`src/rtl/issue_group_buffer.sv`:
```
// issue_group_buffer: in-order superscalar issue buffer holding one decoded bundle.
// Ports:
//   clk, rst_n                         clock, asynchronous active-low reset
//   in_valid_i / in_ready_o            bundle handshake from decode (whole bundles only)
//   in_count_i, in_instr_i             bundle size and slot-packed payloads (slot 0 oldest)
//   in_branch_i, in_mem_*_i            per-slot decode flags
//   slot_branch_o, slot_mem_*_o        held flags for the mask logic, zero on empty slots
//   branch_mask_i, mem_mask_i          masks returned combinationally by the mask logic
//   issue_valid_o, issue_instr_o       issued prefix and slot-aligned held payloads
//   issue_count_o                      size of the issued prefix
//   issue_ready_i                      execute accepts the whole offered group
//   flush_i                            squash all held instructions
module issue_group_buffer #(
    parameter int NUM_WIDTH = 3,
    parameter int INSTR_W   = 32,
    parameter int CNT_W     = $clog2(NUM_WIDTH + 1)
) (
    input  logic                         clk,
    input  logic                         rst_n,
    input  logic                         in_valid_i,
    output logic                         in_ready_o,
    input  logic [CNT_W-1:0]             in_count_i,
    input  logic [NUM_WIDTH*INSTR_W-1:0] in_instr_i,
    input  logic [NUM_WIDTH-1:0]         in_branch_i,
    input  logic [NUM_WIDTH-1:0]         in_mem_read_i,
    input  logic [NUM_WIDTH-1:0]         in_mem_write_i,
    output logic [NUM_WIDTH-1:0]         slot_branch_o,
    output logic [NUM_WIDTH-1:0]         slot_mem_read_o,
    output logic [NUM_WIDTH-1:0]         slot_mem_write_o,
    input  logic [NUM_WIDTH-1:0]         branch_mask_i,
    input  logic [NUM_WIDTH-1:0]         mem_mask_i,
    output logic [NUM_WIDTH-1:0]         issue_valid_o,
    output logic [NUM_WIDTH*INSTR_W-1:0] issue_instr_o,
    output logic [CNT_W-1:0]             issue_count_o,
    input  logic                         issue_ready_i,
    input  logic                         flush_i
);
    logic [CNT_W-1:0]                  occ_q, occ_d;
    logic [NUM_WIDTH-1:0][INSTR_W-1:0] instr_q, instr_d;
    logic [NUM_WIDTH-1:0]              br_q, br_d, mr_q, mr_d, mw_q, mw_d;
    logic [NUM_WIDTH-1:0]              valid, pfx;
    logic [CNT_W-1:0]                  k, issued, rem, cnt;
    logic                              run, fire, load;
    always_comb begin
        valid = '0;
        pfx   = '0;
        k     = '0;
        run   = 1'b1;
        // k is the length of the leading run of valid slots that both masks pass
        for (int i = 0; i < NUM_WIDTH; i++) begin
            valid[i] = CNT_W'(i) < occ_q;
            run      = run & valid[i] & branch_mask_i[i] & mem_mask_i[i];
            pfx[i]   = run;
            k        = k + CNT_W'(run);
        end
        fire          = issue_ready_i & ~flush_i & (k != '0);
        issued        = fire ? k : '0;
        rem           = occ_q - issued;
        in_ready_o    = rst_n & ~flush_i & (rem == '0);
        load          = in_valid_i & in_ready_o;
        cnt           = (in_count_i > CNT_W'(NUM_WIDTH)) ? CNT_W'(NUM_WIDTH) : in_count_i;
        issue_valid_o = flush_i ? '0 : pfx;
        issue_count_o = flush_i ? '0 : k;
    end
    always_comb begin
        instr_d = instr_q;
        br_d    = br_q;
        mr_d    = mr_q;
        mw_d    = mw_q;
        occ_d   = rem;
        // compaction: leftover slot j+issued moves to slot j; vacated slots keep stale data
        for (int j = 0; j < NUM_WIDTH; j++) begin
            for (int s = 0; s < NUM_WIDTH; s++) begin
                if (s == j + int'(issued)) begin
                    instr_d[j] = instr_q[s];
                    br_d[j]    = br_q[s];
                    mr_d[j]    = mr_q[s];
                    mw_d[j]    = mw_q[s];
                end
            end
        end
        if (flush_i) begin
            occ_d = '0;
        end else if (load) begin
            occ_d   = cnt;
            instr_d = in_instr_i;
            br_d    = in_branch_i;
            mr_d    = in_mem_read_i;
            mw_d    = in_mem_write_i;
        end
    end
    always_ff @(posedge clk or negedge rst_n) begin
        if (!rst_n) begin
            occ_q   <= '0;
            instr_q <= '0;
            br_q    <= '0;
            mr_q    <= '0;
            mw_q    <= '0;
        end else begin
            occ_q   <= occ_d;
            instr_q <= instr_d;
            br_q    <= br_d;
            mr_q    <= mr_d;
            mw_q    <= mw_d;
        end
    end
    assign slot_branch_o    = br_q & valid;
    assign slot_mem_read_o  = mr_q & valid;
    assign slot_mem_write_o = mw_q & valid;
    assign issue_instr_o    = instr_q;
endmodule

```
`config.mk`:
```
export PLATFORM = sky130hd
export DESIGN_NAME = issue_group_buffer
export DESIGN_NICKNAME = d
export VERILOG_FILES = /design/src/rtl/issue_group_buffer.sv
export SDC_FILE = /design/constraint.sdc
export NUM_CORES = 1
export LEC_CHECK = 0
export BUFFER_PORTS_ARGS = -buffer_cell sky130_fd_sc_hd__buf_2
export CAP_MARGIN = 20
export CORE_MARGIN = 3
export CORE_UTILIZATION = 35
export CTS_CLUSTER_SIZE = 12
export DETAILED_ROUTE_END_ITERATION = 10
export PLACE_DENSITY_LB_ADDON = 0.08
export SLEW_MARGIN = 20
export SYNTH_ARGS = -nofsm -noshare
export SYNTH_HDL_FRONTEND = slang
export SYNTH_SLANG_ARGS = --single-unit
```
`constraint.sdc`:
```
create_clock -name clk -period 3.4 [get_ports clk]
set_input_delay 0.68 -clock clk [delete_from_list [all_inputs] [get_ports clk]]
set_output_delay 0.68 -clock clk [all_outputs]
set_load 0.02 [all_outputs]
```
==> out/metrics.cfg, run 1 <==
[synth]
synth_compound_area_share_pct=4.573
yosys_warnings=0
syn_area_mm2=0.005335
syn_avg_cell_area_um2=9.954
yosysSeqAreaShare_pct=50.19
synth_nets=655
synthMuxAreaShare_pct=22.16
yosys.area_share.simple_pct=18.36
synth-seq-cells=107
syn_inst=536
synthDistinctLibCells=28
synth_xor_area_share_pct=0.6567
synth_fa_ha_area_share_pct=0.3752
synth_top_family_by_area=multiplexers

[final_layout]
multiInputGateArea_mm2=0.002530
regArea_mm2=0.002678
fin_nets=873
area_delta_synth_final_pct=34.12
drive_above_1_share_pct=44.93
n_fill_cell=1416

[power]
ir_drop_v=0.0004080
powerDensity_mw_per_mm2=705.1
p_leak_uw=0.003666

[timing]
worst_pin_slew_ns=0.7284
rsz0062_at_grt=no
timing.final.crit_share_pct=96.53
final.setup_skew_ns=0.008140
relSlewSlack_pct=51.44
final-setup-viol-count=0
fin_tns_setup_ns=0
fmax_mhz=304.7
final.min_clock_period_ns=3.282
drv_slew=0
fin_hold_ws_ns=0.4852
finalHoldViolCount=0

[routing]
wl_met3_um=1244
viasPerCell=4.861
drcViolationCount=0
drtAntennaViolNets=0
wl_met2_um=7031
wirelength_um=15180
routedWlPerCell_um=16.06
drt_iter0_drc=218
firstDrtPassIters=4
num_vias=4594
highest_layer=met4
wl_met1_um=6554

[worst_setup_path]
crit_arrival_ns=2.60
critPathLaunchType=input port
cp-end-kind=primary output
slowest_stage=fa_1
crit_required_ns=2.72
crit_fanout=2
crit_path_cell_trace=buf_2 > and3_1 > nand3_1 > or2_2 > fa_1 > nor3b_2 > xnor2_2 > and3_1 > buf_2
critPathMaxStageDelay_ns=0.51
crit_type=input port to primary output

[global_route]
antenna_found_initial=1
grt_max_degree=61
grt_pass1_wl_um=23830
grtUsageTotal_pct=18.03
grt_pass1_vias=4608
overflow=0

[placed_design]
io_buffer_count=228
dp_hpwl_um=10540
gp_congestion=0.8143

[run_status]
outcome=finished clean

[clock_tree]
path_clk_slew_ns=0.07
numCtsBuffers=9
cts_root_buf=clkbuf_16
htree_num_levels=3
cts_max_path_buffers=2
insertion_delay_ns=0.35
cts_tree=yes
ctsHoldBuffers=0
clock-sinks=107

[min_path]
hp-class=input port to asynchronous set/reset pin

[floorplanning]
die_h_um=129.5
core.rowCount=44
coreArea_mm2=0.01470
dieArea_mm2=0.01676
fp.dieW_um=129.5
start_util_pct=36.30
io_pins=229

[run]
drv_cap=0

## cell families after synthesis
kind of cell | after synthesis
compound gates | 39
xor+xnor | 4
fa+ha+maj | 1
buf+inv | 40
flops | 107
mux | 105
simple gates | 240
## critical path: cells and delay by family
kind / cells / cell delay [ns]
buffers and inverters: 2 / 0.23
and+or+nand+nor: 5 / 1.01
adders and majority gates: 1 / 0.51
xor gates and xnor gates: 1 / 0.17
## placed cells by master, fill, tap and decap left out, types with 2 or more instances in the layout
master	count
buf_2	227
a31oi_1	35
bufinv_16	3
nor2_1	41
nor2b_1	6
clkinv_2	2
nand2_1	175
xnor2_1	2
and3_1	5
o22ai_1	2
nand3_1	2
dfrtp_1	107
buf_12	7
and2_1	3
nand4bb_4	2
mux2_1	31
inv_1	2
buf_4	10
diode_2	2
clkbuf_16	9
mux2_2	74
## stage by stage
stage,power (µW),cells,area [µm²],setup slack (ns),util (%)
6_report,5046,945,7156,0.1179,48.68
3_3_place_gp,3841,925,6777,0.1046,46.10
5_1_grt,5381,944,7153,0.008076,48.66
4_1_cts,5120,941,7119,0.06477,48.43
3_5_place_dp,3892,925,6777,0.08360,46.10
2_1_floorplan,3168,536,5335,0.1829,-
## report_power, final
part | leakage [µW] | total, µW | internal, µW | switching (µW)
Sequential | 0.00128 | 2020 | 1700 | 323
Clock | 0.000170 | 1200 | 738 | 462
Combinational | 0.00222 | 1820 | 786 | 1040
Total | 0.00367 | 5050 | 3220 | 1820
## final timing paths
path | start | end | slack, ns | cells past startpoint
worst min-delay path | rst_n | issue_instr_o[94] | 0.49 | 2
worst max-delay path | branch_mask_i[1] | in_ready_o | 0.12 | 9
worst max register to register | occ_q[1] | issue_instr_o[7] | 0.57 | 10
min in group clk | in_instr_i[77] | issue_instr_o[77] | 0.54 | 2
worst min register to register | issue_instr_o[82] | issue_instr_o[82] | 0.55 | 1
max in group asynchronous | rst_n | issue_instr_o[95] | 1.71 | 3
## layout make-up
type	instances	area share, %
Multi-Input combinational cell	389	35.36
Inverter	2	0.1049
Clock buffer	11	3.392
Sequential cell	107	37.42
Tap cell	184	3.217
Clock inverter	5	1.399
Antenna cell	2	0.06994
Timing Repair Buffer	245	19.04
## repair_timing
| item | 4_1_cts | 5_1_grt |
|---|---|---|
| resized for setup | 0 | 3 |
| endpoints found under the setup margin | 0 | 1 |
| buffers inserted | 0 | 2 |
## synth_stat cells
library cell / instances / share of area (%)
mux2_1: 31 / 6.5
or3_1: 1 / 0.12
xnor2_1: 3 / 0.49
o21ai_0: 1 / 0.094
nor2b_1: 6 / 0.70
o211ai_1: 1 / 0.14
inv_1: 2 / 0.14
buf_6: 3 / 0.63
nor4bb_1: 1 / 0.19
buf_2: 16 / 1.5
nand3_1: 2 / 0.19
xor2_1: 1 / 0.16
nor3b_1: 1 / 0.14
fa_1: 1 / 0.38
buf_4: 1 / 0.14
and2_1: 3 / 0.35
dfrtp_1: 107 / 50
and3_1: 5 / 0.59
nand4_2: 1 / 0.23
mux2_2: 74 / 16
nand2_1: 175 / 12
nor2_1: 41 / 2.9
a31oi_1: 35 / 4.1
nand4_1: 1 / 0.12
or2_2: 1 / 0.12
o22ai_1: 2 / 0.23
nand4bb_1: 2 / 0.42
clkbuf_1: 18 / 1.3
## state kept, by name, indices dropped and copies added, names as in the netlist
signal and cells:
occ_q 2, issue_instr_o 96, br_q 3, mr_q 3, mw_q 3
## per-layer routing
layer	vias to the layer above	GRT usage (%)
met5	-	0
met4	0	6.357
met3	21	5.853
met2	158	28.51
met1	2180	23.35
li1	2235	-
Note: power is estimated with default switching activity, not from simulation.
==> inputs of run 2 (changes only) <==
--- a/config.mk
+++ b/config.mk
@@ -12,6 +12,7 @@
 export CTS_CLUSTER_SIZE = 12
 export DETAILED_ROUTE_END_ITERATION = 10
 export PLACE_DENSITY_LB_ADDON = 0.08
+export RECOVER_POWER = 50
 export SLEW_MARGIN = 20
 export SYNTH_ARGS = -nofsm -noshare
 export SYNTH_HDL_FRONTEND = slang
==> out/metrics.cfg, run 2 (synthesis results as in run 1) <==
[run_status]
outcome=finished clean

[min_path]
hp-class=input port to register

[worst_setup_path]
crit_type=input port to primary output
critPathMaxStageDelay_ns=0.51  ; about the same
cp-end-kind=primary output
slowest_stage=fa_1
crit_path_cell_trace=buf_2 > and3_1 > nand3_1 > or2_2 > fa_1 > nor3b_2 > xnor2_2 > and3_1 > buf_2
crit_fanout=2  ; unchanged
crit_arrival_ns=2.60  ; about the same
crit_required_ns=2.72  ; about the same
critPathLaunchType=input port

[timing]
drv_slew=0  ; unchanged
fmax_mhz=304.8  ; about the same
fin_tns_setup_ns=0  ; unchanged
timing.final.crit_share_pct=96.49  ; about the same
final-setup-viol-count=0  ; unchanged
final.setup_skew_ns=0.007713  ; -0.0004271 ns
worst_pin_slew_ns=1.423  ; +0.6946 ns
relSlewSlack_pct=5.132  ; -46 points
final.min_clock_period_ns=3.281  ; -0.001331 ns
finalHoldViolCount=0  ; unchanged
worst_slack_ns=0.1192  ; +0.001331 ns
rsz0062_at_grt=no

[clock_tree]
clock-sinks=107  ; unchanged
numCtsBuffers=9  ; unchanged
path_clk_slew_ns=0.07  ; about the same
insertion_delay_ns=0.35  ; about the same
htree_num_levels=3  ; unchanged
cts_root_buf=clkbuf_16
cts_max_path_buffers=2  ; unchanged
cts_tree=yes
ctsHoldBuffers=0  ; unchanged

[placed_design]
dp_hpwl_um=10540  ; unchanged
place_inst=925  ; unchanged
io_buffer_count=228  ; unchanged
place_ws_ns=0.08360  ; unchanged
gp_congestion=0.8143  ; unchanged

[floorplanning]
fp.dieW_um=129.5  ; unchanged
io_pins=229  ; unchanged
coreArea_mm2=0.01470  ; unchanged
dieArea_mm2=0.01676  ; unchanged
core.rowCount=44  ; unchanged
die_h_um=129.5  ; unchanged
start_util_pct=36.30  ; unchanged

[routing]
num_vias=4594  ; unchanged
viasPerCell=4.867  ; +0.11%
drtAntennaViolNets=0  ; unchanged
drt_iter0_drc=196  ; -10%
drcViolationCount=0  ; unchanged
firstDrtPassIters=4  ; unchanged
routedWlPerCell_um=16.10  ; +0.24%
wirelength_um=15200  ; +0.14%

[global_route]
overflow=0  ; unchanged
grt_max_degree=61  ; unchanged
grtUsageTotal_pct=18.03  ; unchanged
grt_pass1_vias=4608  ; unchanged
antenna_found_initial=1  ; unchanged
grt_pass1_wl_um=23830  ; unchanged

[run]
drv_cap=0  ; unchanged

[final_layout]
final_cell_mix=nand2_1 (175), buf_2 (132), dfrtp_1 (107)
area_delta_synth_final_pct=31.66
drive_above_1_share_pct=32.15  ; -13 points
multiInputGateArea_mm2=0.002530  ; unchanged
finalNonFillerCells=944  ; -0.11%
regArea_mm2=0.002678  ; unchanged
fin_nets=873  ; unchanged
largest_register_ffs=96  ; unchanged
final_common_cell=nand2_1
n_fill_cell=1466  ; +3.5%

[power]
powerDensity_mw_per_mm2=704.4  ; -0.11%
ir_drop_v=0.0004018  ; -1.5%
p_leak_uw=0.003381  ; -7.8%

run 2: cell count changes in the layout (fill, tap and decap cells not counted):
cell	delta
diode_2	-1
clkbuf_2	+1
buf_2	-95
buf_4	-3
clkbuf_1	+97
run 2: per-stage QoR:
stage               hold slack, ns  utilization (%)  power [µW]  instance area [µm²]
detailed placement          0.5385            46.10        3892                 6777
global placement            0.5225            46.10        3841                 6777
global route                0.5254            47.79        5283                 7024
finish                      0.5440            47.79        4948                 7024
floorplan                   0.3844                -        3168                 5335
CTS                         0.5215            48.43        5120                 7119
run 2: repair_timing:
item,4_1_cts,5_1_grt
resized for setup,0,3
setup endpoints to repair,0,1
setup buffers,0,2
run 2: cell type report:
type	count	area share (%)
flip-flops and latches	107	38.12
clock buffers	11	3.456
repair buffers	245	17.56
multi-input cells	389	36.02
inverters	2	0.1069
clock inverters	5	1.425
diodes	1	0.03563
well taps	184	3.278
run 2: critical path, delay by kind of cell:
kind	cells	cell delay [ns]
buf+inv	2	0.23
fa+ha+maj	1	0.51
simple gates	5	1.01
xor+xnor	1	0.17
run 2: worst paths after layout:
path	start	endpoint	slack [ns]	cells past startpoint
min in group asynchronous	rst_n	issue_instr_o[94]	0.82	2
setup reg to reg	occ_q[1]	issue_instr_o[21]	0.58	10
setup / recovery	branch_mask_i[1]	in_ready_o	0.12	9
hold / removal	in_instr_i[77]	issue_instr_o[77]	0.54	2
hold reg to reg	issue_instr_o[78]	issue_instr_o[78]	0.55	1
max in group asynchronous	rst_n	issue_instr_o[95]	0.64	3
run 2: where the power goes:
part	switching [µW]	internal (µW)
Combinational	1040	676
Sequential	335	1700
Clock	461	738
run 2: per-layer routing:
layer | track usage (%) | up-vias | part of all wire (%)
met5 | 0 | - | 0
met2 | 28.51 | 162 | 46
met4 | 6.357 | 0 | 2.3
met1 | 23.35 | 2181 | 43
li1 | - | 2230 | -
met3 | 5.853 | 21 | 8.3
==> inputs of run 3 (changes only) <==
--- a/config.mk
+++ b/config.mk
@@ -8,7 +8,7 @@
 export BUFFER_PORTS_ARGS = -buffer_cell sky130_fd_sc_hd__buf_2
 export CAP_MARGIN = 20
 export CORE_MARGIN = 3
-export CORE_UTILIZATION = 35
+export CORE_UTILIZATION = 30
 export CTS_CLUSTER_SIZE = 12
 export DETAILED_ROUTE_END_ITERATION = 10
 export PLACE_DENSITY_LB_ADDON = 0.08
==> out/metrics.cfg, run 3 (synthesis results as in run 1) <==
[routing]
viasPerCell=4.689  ; -3.6%
drcViolationCount=0  ; unchanged
drtAntennaViolNets=0  ; unchanged
drt_iter0_drc=215  ; +9.7%
firstDrtPassIters=4  ; unchanged
num_vias=4614  ; +0.44%
routedWlPerCell_um=16.48  ; +2.3%
wirelength_um=16210  ; +6.7%

[worst_setup_path]
crit_path_frequent_cell=and3_1
crit_required_ns=2.72  ; about the same
crit_path_cell_trace=and3_1 > nand3_1 > or2_2 > fa_1 > nor3b_2 > xnor2_2 > and3_1 > buf_4
reg2reg_depth=9  ; -1
critPathMaxStageDelay_ns=0.51  ; about the same
r2r-start=occ_q[1]
reg2reg_to=issue_instr_o[83]
critPathLaunchType=register
crit_arrival_ns=2.61  ; about the same
crit_type=register to primary output
cp-end-kind=primary output
reg2reg_slack_ns=0.51  ; -0.07 ns
slowest_stage=fa_1
crit_fanout=4  ; +2

[clock_tree]
clock-sinks=107  ; unchanged
path_clk_slew_ns=0.07  ; about the same
cts_tree=yes
cts_max_path_buffers=2  ; unchanged
insertion_delay_ns=0.35  ; about the same
numCtsBuffers=9  ; unchanged
ctsHoldBuffers=0  ; unchanged
htree_num_levels=3  ; unchanged
cts_root_buf=clkbuf_16

[global_route]
grt_max_degree=58  ; -4.9%
grtUsageTotal_pct=16.27  ; -1.8 points
grt_pass1_vias=4624  ; +0.35%
antenna_found_initial=0  ; -1
overflow=0  ; unchanged
grt_pass1_wl_um=25450  ; +6.8%

[timing]
drv_slew=0  ; unchanged
rsz0062_at_grt=no
final.min_clock_period_ns=3.292  ; +0.01109 ns
final-setup-viol-count=0  ; unchanged
fin_tns_setup_ns=0  ; unchanged
finalHoldViolCount=0  ; unchanged
fmax_mhz=303.8  ; -0.34%
final.setup_skew_ns=0.005713  ; -0.002000 ns
relSlewSlack_pct=8.236  ; +3.1 points
worst_pin_slew_ns=1.376  ; -0.04655 ns
timing.final.crit_share_pct=96.82  ; +0.33 points
fin_hold_ws_ns=0.5399  ; -0.004162 ns

[final_layout]
drive_above_1_share_pct=31.75  ; -0.40 points
diodes=0  ; -1
final_cell_mix=nand2_1 (175), buf_2 (131), dfrtp_1 (107)
finalNonFillerCells=984  ; +4.2%
largest_register_ffs=96  ; unchanged
final_common_cell=nand2_1
area_delta_synth_final_pct=31.05
fin_nets=873  ; unchanged
n_fill_cell=1791  ; +22%

[power]
ir_drop_v=0.0002501  ; -38%
powerDensity_mw_per_mm2=681.3  ; -3.3%
p_leak_uw=0.003337  ; -1.3%

[floorplanning]
start_util_pct=30.74  ; -5.6 points
io_pins=229  ; unchanged
fp.dieW_um=139.4  ; +7.6%
dieArea_mm2=0.01942  ; +16%
coreArea_mm2=0.01736  ; +18%
core.rowCount=48  ; +9.1%
die_h_um=139.4  ; +7.6%

[min_path]
worstHoldEndpoint=issue_instr_o[80]
hp-class=input port to register
hold_start=in_instr_i[80]
hold_depth=2  ; unchanged

[run]
drv_cap=0  ; unchanged

[run_status]
outcome=finished clean

[placed_design]
gp_congestion=0.8712  ; +7.0%
place_inst=967  ; +4.5%
dp_hpwl_um=11380  ; +7.9%
io_buffer_count=228  ; unchanged

run 3: final cells by class:
class | instances | area, µm² | area share (%)
clock buffer | 15 | 267.8 | 3.830
clock inverter | 1 | 7.507 | 0.1074
inverter | 2 | 7.507 | 0.1074
multi-input combinational | 389 | 2530 | 36.18
sequential | 107 | 2678 | 38.30
tap | 225 | 281.5 | 4.026
timing repair buffer | 245 | 1220 | 17.45
run 3: worst max-delay path by stage:
stage | startpoint | endpoint | slack [ns] | depth (start not counted)
after CTS | occ_q[1] | in_ready_o | 0.03 | 8
after global placement | branch_mask_i[1] | in_ready_o | 0.10 | 9
after global routing | occ_q[1] | in_ready_o | 0.008 | 8
after detailed placement | branch_mask_i[1] | in_ready_o | 0.06 | 9
after floorplan | branch_mask_i[1] | in_ready_o | 0.18 | 7
final | occ_q[1] | in_ready_o | 0.11 | 8
run 3: layer usage:
metal / up-vias / global-route usage [%] / wire, µm
met4: 0 / 5.098 / 217
met1: 2213 / 20.43 / 6903
li1: 2230 / - / -
met3: 15 / 4.708 / 1186
met2: 156 / 27.15 / 7905
met5: - / 0 / 0
run 3: repair_timing:
item	CTS	global route
resized for setup	0	3
endpoints found under the setup margin	0	1
setup buffers	0	1
run 3: worst max-delay path, delay by kind of cell, from the launching register on:
kind / cells / cell delay [ns]
AND/OR/NAND/NOR: 5 / 1.05
buffers and inverters: 1 / 0.14
flip-flops: 1 / 0.40
XOR/XNOR: 1 / 0.17
adder cells (fa/ha/maj): 1 / 0.51
run 3: power breakdown:
group / total [µW] / internal, µW / leakage, µW / switching [µW]
combinational: 1710 / 676 / 0.00193 / 1040
sequential: 2050 / 1700 / 0.00128 / 346
clock: 1000 / 540 / 0.000130 / 464
run 3: per-stage QoR:
| stage | setup WS, ns | utilization, % | area [µm²] | power, µW |
|---|---|---|---|---|
| after floorplan | 0.1829 | - | 5335 | 3168 |
| after global placement | 0.1031 | 39.31 | 6823 | 3860 |
| after detailed placement | 0.05897 | 39.31 | 6823 | 3907 |
| after CTS | 0.02941 | 40.90 | 7098 | 4939 |
| after global routing | 0.008189 | 40.28 | 6992 | 5090 |
| final | 0.1081 | 40.28 | 6992 | 4764 |
